[config.mk]
export PLATFORM = sky130hd
export DESIGN_NAME = audio_adc_deserializer_flat
export DESIGN_NICKNAME = d
export VERILOG_FILES = /design/src/rtl/audio_adc_deserializer_if.sv /design/src/rtl/audio_adc_deserializer.sv /design/src/flat_wrapper.sv
export SDC_FILE = /design/constraint.sdc
export NUM_CORES = 1
export LEC_CHECK = 0
export ABC_CLOCK_PERIOD_IN_PS = 12800
export CAP_MARGIN = 25
export CORE_MARGIN = 1.5
export CORE_UTILIZATION = 60
export DETAILED_ROUTE_END_ITERATION = 16
export GPL_ROUTABILITY_DRIVEN = 0
export MAX_ROUTING_LAYER = met4
export PLACE_DENSITY = 0.81
export SYNTH_ARGS = -nofsm -noshare
export SYNTH_HDL_FRONTEND = slang
export SYNTH_SLANG_ARGS = --single-unit
[constraint.sdc]
create_clock -name clk_clk -period 12.8 [get_ports clk_clk]
set_input_delay 2.56 -clock clk_clk [delete_from_list [all_inputs] [get_ports clk_clk]]
set_output_delay 2.56 -clock clk_clk [all_outputs]
set_load 0.05 [all_outputs]
[src/rtl/audio_adc_deserializer_if.sv]
// Stream port carrying complete stereo frames out of the ADC deserializer.
// The producer drives valid/left/right; the consumer drives ready.
interface audio_adc_deserializer_if #(
  parameter int DATA_WIDTH = 24
);
  logic                  out_valid;
  logic                  out_ready;
  logic [DATA_WIDTH-1:0] out_left;
  logic [DATA_WIDTH-1:0] out_right;

  modport master (output out_valid, output out_left, output out_right, input out_ready);
  modport slave  (input out_valid, input out_left, input out_right, output out_ready);
endinterface

[src/rtl/audio_adc_deserializer.sv]
// I2S capture path: oversamples the codec BCLK/ADCLRCK/ADCDAT pins, assembles
// MSB-first channel words, pairs left+right into frames and buffers them in a
// small first-word-fall-through FIFO feeding a valid/ready stream.
module audio_adc_deserializer #(
  parameter int DATA_WIDTH = 24,
  parameter int FIFO_DEPTH = 4
) (
  input  logic                          clk_clk,
  input  logic                          reset_reset,
  input  logic                          audio_adc_BCLK,
  input  logic                          audio_adc_ADCLRCK,
  input  logic                          audio_adc_ADCDAT,
  audio_adc_deserializer_if.master      out_st,
  output logic [$clog2(FIFO_DEPTH):0]   fill_level,
  output logic                          overflow,
  output logic                          short_word,
  input  logic                          clr_status
);

  localparam int CW = $clog2(DATA_WIDTH + 1);
  localparam int AW = $clog2(FIFO_DEPTH);
  localparam logic [CW-1:0] CNT_LAST = CW'(DATA_WIDTH - 1);
  localparam logic [AW:0]   DEPTH_L  = (AW + 1)'(FIFO_DEPTH);

  typedef enum logic [1:0] {IDLE, SKIP, SHIFT} state_t;

  // ---------------------------------------------------------------------------
  // Input conditioning. BCLK carries an extra flop for edge detection; LRCK and
  // DAT are taken from their second stage so all three see the same latency.
  // ---------------------------------------------------------------------------
  logic [2:0] bclk_sync_q;
  logic [1:0] lrck_sync_q;
  logic [1:0] dat_sync_q;
  logic       bclk_rise;
  logic       lrck_s;
  logic       dat_s;

  // Synchronizer chains for the asynchronous codec pins
  always_ff @(posedge clk_clk or posedge reset_reset) begin
    if (reset_reset) begin
      bclk_sync_q <= '0;
      lrck_sync_q <= '0;
      dat_sync_q  <= '0;
    end else begin
      bclk_sync_q <= {bclk_sync_q[1:0], audio_adc_BCLK};
      lrck_sync_q <= {lrck_sync_q[0], audio_adc_ADCLRCK};
      dat_sync_q  <= {dat_sync_q[0], audio_adc_ADCDAT};
    end
  end

  assign bclk_rise = bclk_sync_q[1] & ~bclk_sync_q[2];
  assign lrck_s    = lrck_sync_q[1];
  assign dat_s     = dat_sync_q[1];

  // ---------------------------------------------------------------------------
  // Word FSM. Only advances on a detected BCLK rise. An LRCK change always
  // restarts word capture; the slot carrying the change is the previous word's
  // LSB in I2S framing, so it is skipped.
  // ---------------------------------------------------------------------------
  state_t                state_q, state_d;
  logic                  lrck_q, lrck_d;
  logic                  lrck_known_q, lrck_known_d;
  logic                  chan_q, chan_d;
  logic [CW-1:0]         bit_cnt_q, bit_cnt_d;
  logic [DATA_WIDTH-2:0] shift_q, shift_d;
  logic [DATA_WIDTH-1:0] left_hold_q, left_hold_d;
  logic                  left_ok_q, left_ok_d;
  logic                  push_q, push_d;
  logic [DATA_WIDTH-1:0] push_l_q, push_l_d;
  logic [DATA_WIDTH-1:0] push_r_q, push_r_d;
  logic                  short_set;
  logic [DATA_WIDTH-1:0] word_next;

  assign word_next = {shift_q, dat_s};

  // FSM and capture registers
  always_ff @(posedge clk_clk or posedge reset_reset) begin
    if (reset_reset) begin
      state_q      <= IDLE;
      lrck_q       <= 1'b0;
      lrck_known_q <= 1'b0;
      chan_q       <= 1'b0;
      bit_cnt_q    <= '0;
      shift_q      <= '0;
      left_hold_q  <= '0;
      left_ok_q    <= 1'b0;
      push_q       <= 1'b0;
      push_l_q     <= '0;
      push_r_q     <= '0;
    end else begin
      state_q      <= state_d;
      lrck_q       <= lrck_d;
      lrck_known_q <= lrck_known_d;
      chan_q       <= chan_d;
      bit_cnt_q    <= bit_cnt_d;
      shift_q      <= shift_d;
      left_hold_q  <= left_hold_d;
      left_ok_q    <= left_ok_d;
      push_q       <= push_d;
      push_l_q     <= push_l_d;
      push_r_q     <= push_r_d;
    end
  end

  // Next-state: alignment, word shifting, left/right pairing
  always_comb begin
    state_d      = state_q;
    lrck_d       = lrck_q;
    lrck_known_d = lrck_known_q;
    chan_d       = chan_q;
    bit_cnt_d    = bit_cnt_q;
    shift_d      = shift_q;
    left_hold_d  = left_hold_q;
    left_ok_d    = left_ok_q;
    push_d       = 1'b0;
    push_l_d     = push_l_q;
    push_r_d     = push_r_q;
    short_set    = 1'b0;

    if (bclk_rise) begin
      if (!lrck_known_q) begin
        // First rise after reset only learns the current channel phase; the
        // word in flight is of unknown length and never captured.
        lrck_d       = lrck_s;
        lrck_known_d = 1'b1;
      end else if (lrck_s != lrck_q) begin
        lrck_d    = lrck_s;
        chan_d    = lrck_s;
        bit_cnt_d = '0;
        state_d   = SKIP;
        // Still in SHIFT means fewer than DATA_WIDTH bits arrived; the
        // partial word is simply abandoned.
        if (state_q == SHIFT) short_set = 1'b1;
      end else begin
        unique case (state_q)
          SKIP: begin
            shift_d   = word_next[DATA_WIDTH-2:0];
            bit_cnt_d = CW'(1);
            state_d   = SHIFT;
          end
          SHIFT: begin
            shift_d   = word_next[DATA_WIDTH-2:0];
            bit_cnt_d = bit_cnt_q + CW'(1);
            if (bit_cnt_q == CNT_LAST) begin
              state_d = IDLE;
              if (!chan_q) begin
                left_hold_d = word_next;
                left_ok_d   = 1'b1;
              end else if (left_ok_q) begin
                push_d    = 1'b1;
                push_l_d  = left_hold_q;
                push_r_d  = word_next;
                left_ok_d = 1'b0;
              end
              // Right word with no pending left is dropped (partial frame).
            end
          end
          default: ;
        endcase
      end
    end
  end

  // ---------------------------------------------------------------------------
  // Frame FIFO, first-word-fall-through. A push into a full FIFO only succeeds
  // when the head is popped in the same cycle.
  // ---------------------------------------------------------------------------
  logic [DATA_WIDTH-1:0] mem_l [FIFO_DEPTH];
  logic [DATA_WIDTH-1:0] mem_r [FIFO_DEPTH];
  logic [AW-1:0]         wr_ptr_q, wr_ptr_d;
  logic [AW-1:0]         rd_ptr_q, rd_ptr_d;
  logic [AW:0]           count_q, count_d;
  logic                  overflow_q, overflow_d;
  logic                  short_q, short_d;
  logic                  fifo_full;
  logic                  fifo_valid;
  logic                  pop;
  logic                  wr_en;

  assign fifo_full  = (count_q == DEPTH_L);
  assign fifo_valid = (count_q != '0);
  assign pop        = fifo_valid & out_st.out_ready;
  assign wr_en      = push_q & (~fifo_full | pop);

  // Frame storage; contents need no reset since visibility is gated by count
  always_ff @(posedge clk_clk) begin
    if (wr_en) begin
      mem_l[wr_ptr_q] <= push_l_q;
      mem_r[wr_ptr_q] <= push_r_q;
    end
  end

  // FIFO pointers, occupancy and sticky status flags
  always_ff @(posedge clk_clk or posedge reset_reset) begin
    if (reset_reset) begin
      wr_ptr_q   <= '0;
      rd_ptr_q   <= '0;
      count_q    <= '0;
      overflow_q <= 1'b0;
      short_q    <= 1'b0;
    end else begin
      wr_ptr_q   <= wr_ptr_d;
      rd_ptr_q   <= rd_ptr_d;
      count_q    <= count_d;
      overflow_q <= overflow_d;
      short_q    <= short_d;
    end
  end

  // Occupancy bookkeeping; a set event beats a coincident clear
  always_comb begin
    wr_ptr_d   = wr_ptr_q;
    rd_ptr_d   = rd_ptr_q;
    count_d    = count_q;
    overflow_d = overflow_q;
    short_d    = short_q;

    if (wr_en) wr_ptr_d = wr_ptr_q + AW'(1);
    if (pop)   rd_ptr_d = rd_ptr_q + AW'(1);

    if (wr_en && !pop)      count_d = count_q + (AW + 1)'(1);
    else if (pop && !wr_en) count_d = count_q - (AW + 1)'(1);

    if (push_q && fifo_full && !pop) overflow_d = 1'b1;
    else if (clr_status)             overflow_d = 1'b0;

    if (short_set)       short_d = 1'b1;
    else if (clr_status) short_d = 1'b0;
  end

  assign out_st.out_valid = fifo_valid;
  assign out_st.out_left  = fifo_valid ? mem_l[rd_ptr_q] : '0;
  assign out_st.out_right = fifo_valid ? mem_r[rd_ptr_q] : '0;
  assign fill_level       = count_q;
  assign overflow         = overflow_q;
  assign short_word       = short_q;

endmodule

[src/flat_wrapper.sv]
// flat-port wrapper written by rule: the top's interface ports become plain ports
module audio_adc_deserializer_flat 
#(
  parameter int DATA_WIDTH = 24,
  parameter int FIFO_DEPTH = 4
)
  (clk_clk, reset_reset, audio_adc_BCLK, audio_adc_ADCLRCK, audio_adc_ADCDAT, fill_level, overflow, short_word, clr_status, out_st_out_valid, out_st_out_left, out_st_out_right, out_st_out_ready);
  audio_adc_deserializer_if #(.DATA_WIDTH(DATA_WIDTH)) out_st_i ();
  input  logic clk_clk;
  input  logic reset_reset;
  input  logic audio_adc_BCLK;
  input  logic audio_adc_ADCLRCK;
  input  logic audio_adc_ADCDAT;
  output logic [$clog2(FIFO_DEPTH):0] fill_level;
  output logic overflow;
  output logic short_word;
  input  logic clr_status;
  output wire logic [$bits(out_st_i.out_valid)-1:0] out_st_out_valid;
  output wire logic [$bits(out_st_i.out_left)-1:0] out_st_out_left;
  output wire logic [$bits(out_st_i.out_right)-1:0] out_st_out_right;
  input wire logic [$bits(out_st_i.out_ready)-1:0] out_st_out_ready;
  assign out_st_out_valid = out_st_i.out_valid;
  assign out_st_out_left = out_st_i.out_left;
  assign out_st_out_right = out_st_i.out_right;
  assign out_st_i.out_ready = out_st_out_ready;
  audio_adc_deserializer #(.DATA_WIDTH(DATA_WIDTH), .FIFO_DEPTH(FIFO_DEPTH)) u_core (.clk_clk(clk_clk), .reset_reset(reset_reset), .audio_adc_BCLK(audio_adc_BCLK), .audio_adc_ADCLRCK(audio_adc_ADCLRCK), .audio_adc_ADCDAT(audio_adc_ADCDAT), .out_st(out_st_i), .fill_level(fill_level), .overflow(overflow), .short_word(short_word), .clr_status(clr_status));
endmodule
== Word level (Yosys, flattened, before mapping) ==
Memory sizes are Yosys's and may differ from the RTL's.
Index checks and enable logic that the tools add are counted.

* Bits in registers: 123
* Memory bits (writable): 192
* Bits of input ports: 7
* Word-level logic and storage cells: 89
* Memories: 2

{| class="wikitable"
|+ Memories
! name !! depth !! bits a word !! rd ports !! clocked after memory_dff !! wr ports !! RTL line !! text
|-
| u_core.mem_l || 4 || 24 || 1 || 0 || 1 || audio_adc_deserializer.sv:168 || <nowiki>logic [DATA_WIDTH-1:0] mem_l [FIFO_DEPTH];</nowiki>
|-
| u_core.mem_r || 4 || 24 || 1 || 0 || 1 || audio_adc_deserializer.sv:169 || <nowiki>logic [DATA_WIDTH-1:0] mem_r [FIFO_DEPTH];</nowiki>
|}

* Add/sub/neg operators: 5
* Eq/ne operators: 7
* Multiplexer cells: 28
* Bitwise gates (word level): 8
* Reductions and logical operators: 20

{| class="wikitable"
|+ Operators with widths
! cell !! number
|-
| $mux 24 || 2
|-
| $mux 1 || 19
|-
| $pmux 5 s2 || 1
|-
| $reduce_and 4->1 || 2
|-
| $reduce_and 7->1 || 1
|-
| $mux 3 || 2
|-
| $reduce_and 3->1 || 2
|-
| $reduce_and 6->1 || 1
|-
| $reduce_bool 2->1 || 3
|-
| $reduce_bool 3->1 || 2
|-
| $add 5x1->5 const B || 1
|-
| $eq 5x5->1 const B || 1
|-
| $mux 5 || 1
|-
| $reduce_and 5->1 || 1
|-
| $add 2x1->2 const B || 2
|-
| $logic_and 1x1->1 || 4
|-
| $mux 2 || 2
|-
| $not 1->1 || 4
|-
| $pmux 2 s2 || 1
|-
| $add 3x1->3 const B || 1
|-
| $and 1x1->1 || 3
|-
| $eq 3x3->1 const B || 1
|-
| $ne 3x2->1 const B || 1
|-
| $sub 3x1->3 const B || 1
|-
| 8 further kinds || 9
|}

== Logic depth before layout (Yosys ltp) ==
Gate-level depths: netlist of the first run.

* Depth after elaboration: 8
* Depth in mapped cells: 9
* Gate-level depth less buffers: 8

== Worst setup path after synthesis of the first run ==
Ideal clock, no wire load.

* Kind: register -> output
* Start point: register u_core.count_q[0] (netlist: u_core.fill_level[0])
* End point: output out_st_out_left[12]
* Arrival: 2.154 ns
* Path slack: 8.086 ns
* Cell stages (with the launch flop): 5
* Cells stage by stage: dfrtp_1 > or3_1 > clkbuf_1 > clkbuf_1 > and2_1

* Longest elaborated chain between the ends: 2

{| class="wikitable"
|+ RTL lines
! item !! RTL line !! text
|-
| start: declaration || audio_adc_deserializer.sv:172 || <nowiki>logic [AW:0] count_q, count_d;</nowiki>
|-
| start signal: assignment || audio_adc_deserializer.sv:204 || <nowiki>count_q <= count_d;</nowiki>
|-
| $reduce_bool 3->1 || audio_adc_deserializer.sv:181 || <nowiki>assign fifo_valid = (count_q != '0);</nowiki>
|-
| named net out_st_out_valid || flat_wrapper.sv:18 || <nowiki>output wire logic [$bits(out_st_i.out_valid)-1:0] out_st_out_valid;</nowiki>
|-
| $mux 24 || audio_adc_deserializer.sv:232 || <nowiki>assign out_st.out_left = fifo_valid ? mem_l[rd_ptr_q] : '0;</nowiki>
|-
| end: declaration || flat_wrapper.sv:19 || <nowiki>output wire logic [$bits(out_st_i.out_left)-1:0] out_st_out_left;</nowiki>
|}

The timed path passes the listed nets, and every way through them passes these cells.

== Final worst setup path of the first run ==
* Start point: register u_core.rd_ptr_q[1]
* End point: output out_st_out_right[6]

* Longest elaborated chain between the ends: 2

{| class="wikitable"
|+ RTL lines
! item !! RTL line !! text
|-
| start: declaration || audio_adc_deserializer.sv:171 || <nowiki>logic [AW-1:0] rd_ptr_q, rd_ptr_d;</nowiki>
|-
| start signal: assignment || audio_adc_deserializer.sv:203 || <nowiki>rd_ptr_q <= rd_ptr_d;</nowiki>
|-
| $mem_v2 4x24 || n/a ||
|-
| $mux 24 || audio_adc_deserializer.sv:233 || <nowiki>assign out_st.out_right = fifo_valid ? mem_r[rd_ptr_q] : '0;</nowiki>
|-
| end: declaration || flat_wrapper.sv:20 || <nowiki>output wire logic [$bits(out_st_i.out_right)-1:0] out_st_out_right;</nowiki>
|}

Every way passes these cells.

==> results.toml, run 1 <==
[pwr]
pwr-share-clk_pct = 42.5
max-vdd-ir-drop_mv = 0.126
total_leakage_power_nw = 5.97
seqPwrFrac_pct = 54.2
p_sw_share_pct = 20.6
p_sw_uw = 421
p_comb_share_pct = 3.4
power_mw = 2.04
p_int_mw = 1.62
pwr_density_cell_nw_per_um2 = 145

[synthesis]
yosys.area_share.simple_pct = 4.48
netlist_instances = 624
ys_ff_latch = 315
ys_seq_area_share_pct = 72.5
syn_area_um2 = 12200
synth_compound_area_share_pct = 1.20
yosys_warnings = 0
ys.flop_type = "edfxtp_1"
synth_xor_area_share_pct = 0.636
syn_area_per_cell_um2 = 19.5
synthAdderAreaFrac_pct = 0.985
syn-num-nets = 640
ys_types = 48
synth.top_cells.by_area = "edfxtp_1 47%, dfrtp_1 25%, mux4_2 8.9%, mux2_2 7.3%, and2_1 2.7%"
synth_mux_area_share_pct = 18.7
synth_edf_count = 192
yosys.area.top_type = "edfxtp_1"
synth-async-reset-ratio_pct = 39.0
synth_top_family_by_area = "multiplexers"
synth.top_cell.area_share_pct = 47.3

[clock_tree]
numCtsBuffers = 31
cts.hold.buffers_added = 0
cts.sinks = 315
tritoncts = "yes"
clock-root-buffer = "clkbuf_16"
insertion_delay_ns = 0.55
cts_buffer_depth = 3
cts_resized = 0
post_cts_buffers = 0
htreeDepth = 1
clk_pin_slew_ns = 0.06

[timing]
worst_pin_slew_ns = 0.848
relSlewSlack_pct = 43.4
report.final.hold_viol_count = 0
finalSetupViolations = 0
period_share_pct = 43.9
maxSlewViolCount = 0
rsz0062_at_grt = "no"
setup_tns_ns = 0
fin_skew_ns = 0.0101
layout_min_cycle_time_ns = 5.61
fmax_mhz = 178

[placed_design]
io_buffers = 60
dp_hpwl_um = 11400

[worst_setup_path]
critPathMaxStageDelay_ns = 0.69
r2r_slack_ns = 10.29
start_kind = "flop"
crit_slowest_cell = "clkdlybuf4s50_1"
path_buf_inv = 2
required_ns = 10.24
worstPathMaxFanout = 34
crit_family = "buffers and inverters"
path_class = "reg2out"
worstPathArrival_ns = 3.05
end_kind = "output pin"
crit_chain = "buf_4 -> mux4_2 -> and2_1 -> clkdlybuf4s50_1"

[floorplan]
dieArea_um2 = 21200
boundaryPins = 61
start_util_pct = 61.8
fp.dieH_um = 146
core-area_um2 = 19700
rows = 51
die_w_um = 146

[job]
maxCapViolations = 0

[route]
wire_per_inst_um = 21.3
first_pass_iters = 4
drtIter0Drc = 347
drtAntennaViolNets = 0
drc_errors = 0
vias = 5779
wirelength_um = 21000
viasPerCell = 5.86

[global_route]
grt_max_degree = 69
overflow = 0
grt_pass1_wl_um = 34300
grt_pass1_vias = 6265
grt_usage_pct = 21.4
antenna_found_initial = 0

[final_layout]
layout.nets = 713
diodes = 0
final_cell_mix = "192 x edfxtp_1, 121 x dfrtp_1, 79 x mux2_2"
layout_commonest_cell = "edfxtp_1"
area_growth_pct = 15.6
drive_gt1_share_pct = 29.9

[min_path]
hold_class = "reg2reg"

[run_status]
run_status = "finished, final reports clean"
[final timing paths]
kind / from / to / cells after the start
max reg2reg: u_core.state_q[0]$_DFFE_PP0P_ / u_core.push_r_q[6]$_DFFE_PP0P_ / 6
max in group asynchronous: reset_reset / u_core.rd_ptr_q[0]$_DFFE_PP0N_ / 3
max: u_core.rd_ptr_q[1]$_DFFE_PP0N_ / out_st_out_right[6] / 4
min in group asynchronous: reset_reset / u_core.push_r_q[18]$_DFFE_PP0P_ / 2
min: u_core.lrck_sync_q[0]$_DFF_PP0_ / u_core.lrck_sync_q[1]$_DFF_PP0_ / 0
min reg2reg: u_core.lrck_sync_q[0]$_DFF_PP0_ / u_core.lrck_sync_q[1]$_DFF_PP0_ / 0
[power by group through the flow]
stage          Sequential, mW  Clock (mW)  Combinational (mW)
2_1_floorplan            1.12           0              0.0528
3_3_place_gp             1.12           0              0.0639
3_5_place_dp             1.12           0              0.0687
4_1_cts                  1.10       0.881              0.0697
5_1_grt                  1.11       0.923              0.0765
6_report                 1.10       0.866              0.0692
[synth_stat cells (3+ instances only)]
library cell / n
edfxtp_1: 192
xnor2_1: 5
a21oi_1: 4
buf_2: 13
nor2_1: 4
nand2_1: 6
mux4_2: 48
mux2_4: 19
clkbuf_1: 11
mux2_2: 79
ha_1: 8
inv_1: 8
dfrtp_1: 123
nand3_1: 3
a22o_1: 3
buf_1: 4
and2_1: 52
[sequential cells by signal, summed over array words and instances, names as in the netlist, 2 cells and up]
signal,cells
u_core.rd_ptr_q,2
u_core.dat_sync_q,2
u_core.left_hold_q,24
u_core.mem_l,96
u_core.mem_r,96
u_core.push_l_q,24
u_core.bclk_sync_q,3
u_core.shift_q,23
u_core.bit_cnt_q,5
u_core.lrck_sync_q,2
u_core.wr_ptr_q,2
u_core.fill_level,3
u_core.state_q,2
u_core.push_r_q,24
[cell type report]
| cell class | instances | area (µm²) |
|---|---|---|
| tap | 265 | 332 |
| multi-input combinational | 270 | 3190 |
| fill | 1127 | 5620 |
| clock inverter | 13 | 97.6 |
| timing repair buffer | 71 | 703 |
| clock buffer | 45 | 898 |
| sequential | 315 | 8850 |
| inverter | 8 | 32.5 |
[worst reg2reg max path, delay by kind of cell, from the launching register on]
family | cells | cell delay (ns)
and+or+nand+nor | 2 | 0.47
muxes | 1 | 0.44
adders and majority gates | 1 | 0.41
buffers and inverters | 2 | 0.67
DFF | 1 | 0.40
[routing by layer]
metal,up-vias,track usage [%],part of all wire (%)
li1,2539,-,-
met1,3074,28.4,43
met2,137,35.6,51
met3,29,3.07,3.7
met4,0,4.95,1.7
met5,-,-,0
[logic make-up after synthesis]
logic type / after synthesis
buffers and inverters: 39
DFF: 315
muxes: 148
xor gates and xnor gates: 8
adders and majority gates: 9
AOI/OAI and AO/OA: 20
and+or+nand+nor: 85
[stage by stage]
| stage | setup slack, ns | hold WS (ns) | utilization, % | std cells | instance area [µm²] |
|---|---|---|---|---|---|
| 6_report | 7.19 | 0.350 | 71.5 | 987 | 14100 |
| 5_1_grt | 7.07 | 0.361 | 71.5 | 987 | 14100 |
| 4_1_cts | 6.96 | 0.350 | 71.4 | 986 | 14100 |
| 3_5_place_dp | 7.55 | 0.336 | 66.3 | 928 | 13100 |
| 3_3_place_gp | 7.56 | 0.334 | 66.3 | 928 | 13100 |
| 2_1_floorplan | 6.97 | 0.331 | - | 624 | 12200 |
Note: power is estimated with default switching activity, not from simulation.
==> run 2: changes to the inputs <==
--- a/config.mk
+++ b/config.mk
@@ -5,14 +5,14 @@
 export SDC_FILE = /design/constraint.sdc
 export NUM_CORES = 1
 export LEC_CHECK = 0
-export ABC_CLOCK_PERIOD_IN_PS = 12800
+export ABC_CLOCK_PERIOD_IN_PS = 4620
 export CAP_MARGIN = 25
 export CORE_MARGIN = 1.5
-export CORE_UTILIZATION = 60
+export CORE_UTILIZATION = 54
 export DETAILED_ROUTE_END_ITERATION = 16
 export GPL_ROUTABILITY_DRIVEN = 0
 export MAX_ROUTING_LAYER = met4
-export PLACE_DENSITY = 0.81
+export PLACE_DENSITY = 0.77
 export SYNTH_ARGS = -nofsm -noshare
 export SYNTH_HDL_FRONTEND = slang
 export SYNTH_SLANG_ARGS = --single-unit
==> constraint.sdc (replaced) <==
create_clock -name clk_clk -period 4.62 [get_ports clk_clk]
set_input_delay 0.924 -clock clk_clk [delete_from_list [all_inputs] [get_ports clk_clk]]
set_output_delay 0.924 -clock clk_clk [all_outputs]
set_load 0.05 [all_outputs]
==> run 2 against run 1 <==
  * Utilization fell by 7.0 points
  * First-iteration DRC count rose by 7.2%
  * Largest power group unchanged
  * Die area rose by 11%
  * Clock power rose to 2.8 times the previous value
  * Clock-buffer cell count rose by 4
  * Wire length rose by 4.8%
  * Register-to-register slack got worse by 8.2 ns
  * Global-route usage fell by 1.5 points
  * Largest cell class unchanged
  * Combinational power rose to 2.7 times the previous value
  * The flow now finishes with violations (design-rule violations)
==> results.toml, run 2 (synthesis gave the netlist of run 1 again) <==
[final_layout]
drive_gt1_share_pct = 30.0
area_growth_pct = 16.2
final_cells = 1004
final_cell_mix = "192 x edfxtp_1, 121 x dfrtp_1, 79 x mux2_2"
diodes = 0
fillerInstances = 1418
layout_commonest_cell = "edfxtp_1"
layout.nets = 716
reg_top3 = "u_core.mem_l: 96 flops, u_core.mem_r: 96 flops"

[pwr]
max-vdd-ir-drop_mv = 0.314
power_mw = 5.67
pwr_density_cell_nw_per_um2 = 400
total_leakage_power_nw = 5.99

[clock_tree]
clk_pin_slew_ns = 0.06
htreeDepth = 1
cts_buffer_depth = 3
cts.sinks = 315
clock-root-buffer = "clkbuf_16"
tritoncts = "yes"
insertion_delay_ns = 0.54
numCtsBuffers = 30
cts_resized = 0
cts.hold.buffers_added = 0
post_cts_buffers = 0

[route]
drtIter0Drc = 372
viasPerCell = 5.74
wire_per_inst_um = 21.9
vias = 5764
first_pass_iters = 10
wirelength_um = 22000
drc_errors = 3
drtAntennaViolNets = 0

[placed_design]
dp_hpwl_um = 13000
placedCellCount = 948
io_buffers = 60

[timing]
period_share_pct = 84.5
fmax_mhz = 256
report.final.hold_viol_count = 0
rsz0062_at_grt = "no"
maxSlewViolCount = 0
layout_min_cycle_time_ns = 3.90
relSlewSlack_pct = 44.7
holdWs_ns = 0.349
worst_pin_slew_ns = 0.829
fin_skew_ns = 0.0185
setup_tns_ns = 0
finalSetupViolations = 0

[worst_setup_path]
path_buf_inv = 2
crit_chain = "buf_12 -> mux4_2 -> and2_1 -> clkdlybuf4s50_1"
path_class = "reg2out"
start_kind = "flop"
worstPathMaxFanout = 35
worstPathArrival_ns = 2.98
required_ns = 3.70
end_kind = "output pin"
crit_slowest_cell = "clkdlybuf4s50_1"
crit_family = "buffers and inverters"
critPathMaxStageDelay_ns = 0.69

[global_route]
overflow = 0
grt_pass1_wl_um = 35200
grt_max_degree = 67
antenna_found_initial = 0
grt_usage_pct = 19.9
grt_pass1_vias = 6316

[floorplan]
boundaryPins = 61
dieArea_um2 = 23500
fp.dieH_um = 153
die_w_um = 153
rows = 54
core-area_um2 = 22000
start_util_pct = 55.5

[job]
maxCapViolations = 0

[min_path]
hold_class = "reg2reg"

[run_status]
run_status = "finished with violations"
violations = "design-rule violations"
## run 2: worst paths after layout
| kind | startpoint | endpoint | slack [ns] | depth (start not counted) |
|---|---|---|---|---|
| min in group asynchronous | reset_reset | u_core.lrck_known_q$_DFFE_PP0P_ | 0.88 | 2 |
| worst max register to register | u_core.fill_level[0]$_DFFE_PP0P_ | u_core.fill_level[2]$_DFFE_PP0P_ | 2.09 | 9 |
| worst min-delay path | u_core.bclk_sync_q[0]$_DFF_PP0_ | u_core.bclk_sync_q[1]$_DFF_PP0_ | 0.35 | 0 |
| worst min register to register | u_core.bclk_sync_q[0]$_DFF_PP0_ | u_core.bclk_sync_q[1]$_DFF_PP0_ | 0.35 | 0 |
| worst max-delay path | u_core.rd_ptr_q[0]$_DFFE_PP0N_ | out_st_out_right[8] | 0.72 | 4 |
| max in group asynchronous | reset_reset | u_core.push_r_q[2]$_DFFE_PP0P_ | 2.91 | 3 |
## run 2: area by class of cell
class / count / area (µm²) / share of cell area, %
well taps: 280 / 350 / 2.47
repair buffers: 75 / 751 / 5.30
clock buffers: 49 / 943 / 6.66
flip-flops and latches: 315 / 8850 / 62.5
clock inverters: 7 / 60.1 / 0.424
multi-input cells: 270 / 3180 / 22.5
inverters: 8 / 32.5 / 0.230
## run 2: report_power, final
part | switching, mW | internal [mW] | total (mW)
clock network | 0.974 | 1.45 | 2.42
registers | 0.0576 | 3.01 | 3.07
logic | 0.108 | 0.0767 | 0.184
total | 1.14 | 4.53 | 5.67
## run 2: metal layers
layer	part of all wire, %	vias to the layer above	global-route usage [%]
met3	3.6	38	2.58
met1	43	3068	26.4
met4	1.8	0	4.86
met2	51	117	33.2
li1	-	2541	-
met5	0	-	-
## run 2: through the flow
step / worst slack [ns] / instance area, µm² / util [%]
floorplan: 0.425 / 12200 / -
global placement: 1.17 / 13200 / 59.9
detailed placement: 1.07 / 13200 / 59.9
CTS: 0.658 / 14200 / 64.5
global route: 0.569 / 14200 / 64.5
finish: 0.717 / 14200 / 64.5
